--- config.mk ---
export PLATFORM = sky130hd
export DESIGN_NAME = ram_read_arb
export DESIGN_NICKNAME = d
export VERILOG_FILES = /design/src/rtl/ram_read_arb.sv
export SDC_FILE = /design/constraint.sdc
export NUM_CORES = 1
export LEC_CHECK = 0
export CORE_UTILIZATION = 29
export CTS_CLUSTER_SIZE = 16
export DETAILED_ROUTE_END_ITERATION = 8
export PLACE_DENSITY_LB_ADDON = 0.15
export RECOVER_POWER = 100
export SETUP_SLACK_MARGIN = 0.5
export SLEW_MARGIN = 30
export SYNTH_ARGS = -nofsm -noshare
export SYNTH_HDL_FRONTEND = slang
export SYNTH_SLANG_ARGS = --single-unit
--- constraint.sdc ---
create_clock -name clk_i -period 2.8 [get_ports clk_i]
set_input_delay 0.7 -clock clk_i [delete_from_list [all_inputs] [get_ports clk_i]]
set_output_delay 0.7 -clock clk_i [all_outputs]
set_load 0.005 [all_outputs]
--- src/rtl/ram_read_arb.sv ---
// Multi-channel read port for a single-read-port synchronous RAM: round-robin request
// arbitration plus a fixed-latency tag pipeline that steers read data back to the requestor.
module ram_read_arb #(
    parameter int unsigned ADDR_WIDTH = 32,
    parameter int unsigned DATA_WIDTH = 32,
    parameter int unsigned NUM_CH     = 2,
    parameter int unsigned RAM_LAT    = 1
) (
    input  logic                         clk_i,
    input  logic                         rst_i,
    input  logic [NUM_CH-1:0]            req_valid_i,
    output logic [NUM_CH-1:0]            req_ready_o,
    input  logic [NUM_CH*ADDR_WIDTH-1:0] req_addr_i,
    output logic [NUM_CH-1:0]            rsp_valid_o,
    output logic [DATA_WIDTH-1:0]        rsp_rdata_o,
    output logic                         ram_en_o,
    output logic [ADDR_WIDTH-1:0]        ram_addr_o,
    input  logic [DATA_WIDTH-1:0]        ram_rdata_i
);

    localparam int unsigned ChW = (NUM_CH > 1) ? $clog2(NUM_CH) : 1;

    logic [ChW-1:0]              ptr_q, ptr_d;
    logic [ChW-1:0]              grant;
    logic                        accept;
    logic [RAM_LAT-1:0]          tag_vld_q, tag_vld_d;
    logic [RAM_LAT-1:0][ChW-1:0] tag_ch_q, tag_ch_d;

    // Pick the valid channel with the smallest rotational distance from the pointer.
    always_comb begin
        int unsigned best_off;
        int unsigned off;
        best_off = NUM_CH;
        off      = 0;
        grant    = '0;
        for (int unsigned c = 0; c < NUM_CH; c++) begin
            off = (c + NUM_CH - 32'(ptr_q)) % NUM_CH;
            if (req_valid_i[c] && (off < best_off)) begin
                best_off = off;
                grant    = ChW'(c);
            end
        end
        // No grant is issued while reset is held.
        accept = (|req_valid_i) & ~rst_i;
    end

    always_comb begin
        req_ready_o = '0;
        ram_addr_o  = '0;
        for (int unsigned c = 0; c < NUM_CH; c++) begin
            if (accept && (grant == ChW'(c))) begin
                req_ready_o[c] = 1'b1;
                ram_addr_o     = req_addr_i[c*ADDR_WIDTH +: ADDR_WIDTH];
            end
        end
        ram_en_o = accept;
    end

    always_comb begin
        ptr_d = ptr_q;
        if (accept) begin
            ptr_d = (grant == ChW'(NUM_CH - 1)) ? '0 : grant + ChW'(1);
        end
    end

    always_comb begin
        tag_vld_d    = '0;
        tag_ch_d     = '0;
        tag_vld_d[0] = accept;
        tag_ch_d[0]  = grant;
        for (int unsigned i = 1; i < RAM_LAT; i++) begin
            tag_vld_d[i] = tag_vld_q[i-1];
            tag_ch_d[i]  = tag_ch_q[i-1];
        end
    end

    always_ff @(posedge clk_i or posedge rst_i) begin
        if (rst_i) begin
            ptr_q     <= '0;
            tag_vld_q <= '0;
            tag_ch_q  <= '0;
        end else begin
            ptr_q     <= ptr_d;
            tag_vld_q <= tag_vld_d;
            tag_ch_q  <= tag_ch_d;
        end
    end

    always_comb begin
        rsp_valid_o = '0;
        rsp_rdata_o = '0;
        if (tag_vld_q[RAM_LAT-1]) begin
            rsp_rdata_o = ram_rdata_i;
            for (int unsigned c = 0; c < NUM_CH; c++) begin
                if (tag_ch_q[RAM_LAT-1] == ChW'(c)) begin
                    rsp_valid_o[c] = 1'b1;
                end
            end
        end
    end

endmodule

==> out/metrics.yaml <==
hold_violations: 0
cts_tree: "yes"
gr-total-overflow: 0
ys_warn_count: 0
gp_congestion: 0.728
synth_flop_cell: "dfrtp_1"
place_area_mm2: 0.00314
yosysMostFrequentCell: "nand2b_1"
synthTopCellsByArea: "o32ai_2, nand2b_1, and2_1"
endpoint_kind: "output port"
core-area_mm2: 0.00447
worst_slew_pin_slew_ns: 0.597
cp.arrival_ns: 1.77
crit_chain: "clkbuf_1 > buf_12 > nand2b_4 > o32ai_4 > buf_2"
vias_per_cell: 4.76
rsz0062_at_grt: "true"
cts.clk_slew.worst_paths_ns: 0.04
die_x_um: 71.2
routed_wl_um: 5860
drc_errors: 13
slowest_stage: "clkbuf_1"
synthesis.nets: 265
grt_start_max_net_pins: 35
start_util_pct: 31.0
grt_pass1_wl_um: 9020
clock-sinks: 3
vias: 1874
fin_crit_sh_pct: 88.2
n_antenna_cell: 0
required_ns: 2.10
max_freq_mhz: 405
finalCriticalPeriod_ns: 2.47
max_stage_delay_ns: 0.26
syn_inst: 165
path_max_fanout: 19
synth_top_cell_by_area: "o32ai_2"
finish.net_count: 443
vdd_drop_max_mv: 0.145
slew_viol_final: 0
grt_pass1_vias: 1860
crit_start: "rst_i"
power.total_uw: 729
grt_usage_pct: 22.1
r2r_start: "ptr_q"
hpwl_um: 4150
maxCapViolations: 0
pwr-share-clk_pct: 18.2
ant_nets: 0
startpoint_type: "primary input"
swShare_pct: 32.8
die_y_um: 71.2
io_pins: 169
internal_power_uw: 490
path_class: "in2out"
nFillCells: 336
status: "finished, violations left"
path_delay_family: "buffers and inverters"
power.leakage_nw: 1.54
final_area_mm2: 0.00330
h-tree-depth: 1
syn-cell-area_mm2: 0.00139
clkLatencyLatePin_ns: 0.22
synth_edf_count: 0
violations: "DRC"
ys_async_sr_fraction_pct: 100
hp-start: "ptr_q"
final_core_util_pct: 73.7
synth_seq_area_share_pct: 5.41
synth_common_cells: "nand2b_1, and2_1, o32ai_2"
synth-seq-cells: 3
rows: 24
syn_to_final_growth_pct: 138
first_pass_iters: 6
cts-root-buf: "clkbuf_8"
skew_ns: 0.00476
combPwrFrac_pct: 74.3
dieArea_mm2: 0.00507
drt_iter0_drc: 70
io_buffers: 168
pwr_density_cell_mw_per_mm2: 221
min_path_type: "reg2reg"
synth_cell_types: 16
slew_headroom_pct: 60.2
numCtsBuffers: 3
clockBufferDepth: 2
crit_buf_inv: 3
wire_per_inst_um: 14.9
avgSynthCellArea_um2: 8.41
layout-drive-gt1-share_pct: 23.4
antenna_found_initial: 0
netlist.area_leader.share_pct: 34.0
p_seq_share_pct: 7.6
setup_viol: 0
p_sw_uw: 239
==> worst paths after layout <==
kind | end | depth (start not counted) | slack (ns)
max in group asynchronous | tag_ch_q | 3 | 1.89
worst min register to register | ptr_q | 1 | 0.65
min in group asynchronous | ptr_q | 3 | 0.77
worst min-delay path | ptr_q | 1 | 0.65
worst max register to register | ptr_q | 5 | 1.46
worst max-delay path | ram_addr_o[0] | 5 | 0.33
==> repair_timing <==
item / 4_1_cts / 5_1_grt
hold endpoints to repair: 0 / 0
cloned: 4 / 2
pin swaps: 7 / 19
buffers inserted: 7 / 2
resized for setup: 190 / 31
hold buffers: 0 / 0
setup endpoints to repair: 67 / 27
==> worst reg2reg max path: cells and delay by family (launching register included) <==
family	cells	cell delay, ns
flops	1	0.44
compound gates	1	0.13
buf+inv	3	0.39
simple gates	1	0.33
==> power groups by stage <==
stage	clock, mW	combinational (mW)	sequential, mW
finish	0.132	0.541	0.0551
global placement	0	0.511	0.0541
floorplan	0	0.216	0.0524
global route	0.140	0.580	0.0554
CTS	0.134	0.533	0.0546
detailed placement	0	0.514	0.0538
==> cells by family after synthesis <==
logic type,after synthesis,synth area share [%]
simple gates,105,46.5
compound gates,34,37.2
flops,3,5.41
buf+inv,23,10.8
==> flip-flops by register name (all words and copies together) (netlist names) <==
register   flops
ptr_q          1
tag_ch_q       1
tag_vld_q      1
==> stage by stage <==
step | worst slack, ns | hold slack, ns | std cells | setup TNS [ns]
after global routing | 0.266 | 0.652 | 394 | 0
after global placement | -0.227 | 0.575 | 375 | -6.24
after CTS | 0.440 | 0.582 | 390 | 0
after detailed placement | -0.224 | 0.573 | 375 | -6.38
after floorplan | 0.762 | 0.489 | 165 | 0
final | 0.330 | 0.650 | 394 | 0
==> metal layers <==
| metal | global-route usage (%) | routed length, um | part of all wire, % | vias to the layer above |
|---|---|---|---|---|
| met5 | 0 | 0 | 0 | - |
| met4 | 3.33 | 36 | 0.61 | 0 |
| met3 | 5.70 | 445 | 7.6 | 4 |
| met2 | 41.0 | 3140 | 54 | 97 |
| met1 | 25.7 | 2240 | 38 | 842 |
| li1 | - | - | - | 931 |
==> cell type report <==
cell class,count,area [um2],share of cell area [%]
timing repair buffer,194,1910,57.9
multi-input combinational,139,1190,36.2
inverter,2,7.51,0.228
tap,52,65.1,1.97
sequential,3,75.1,2.28
clock buffer,4,45.0,1.37
==> cells in the final DEF (no fill, tap or decap), types with 4 or more instances in the layout <==
master            n
clkdlybuf4s50_1  50
o32ai_2          28
and2_1           27
nor2_1            4
and2_0            6
clkbuf_2         13
dlygate4sd2_1    36
nand2b_1         64
buf_16            4
dlygate4sd3_1    27
buf_12            7
buf_4             7
buf_2             5
clkbuf_1         19
dlymetal6s2s_1   18
No activity file was read; power rests on OpenSTA's default activity.
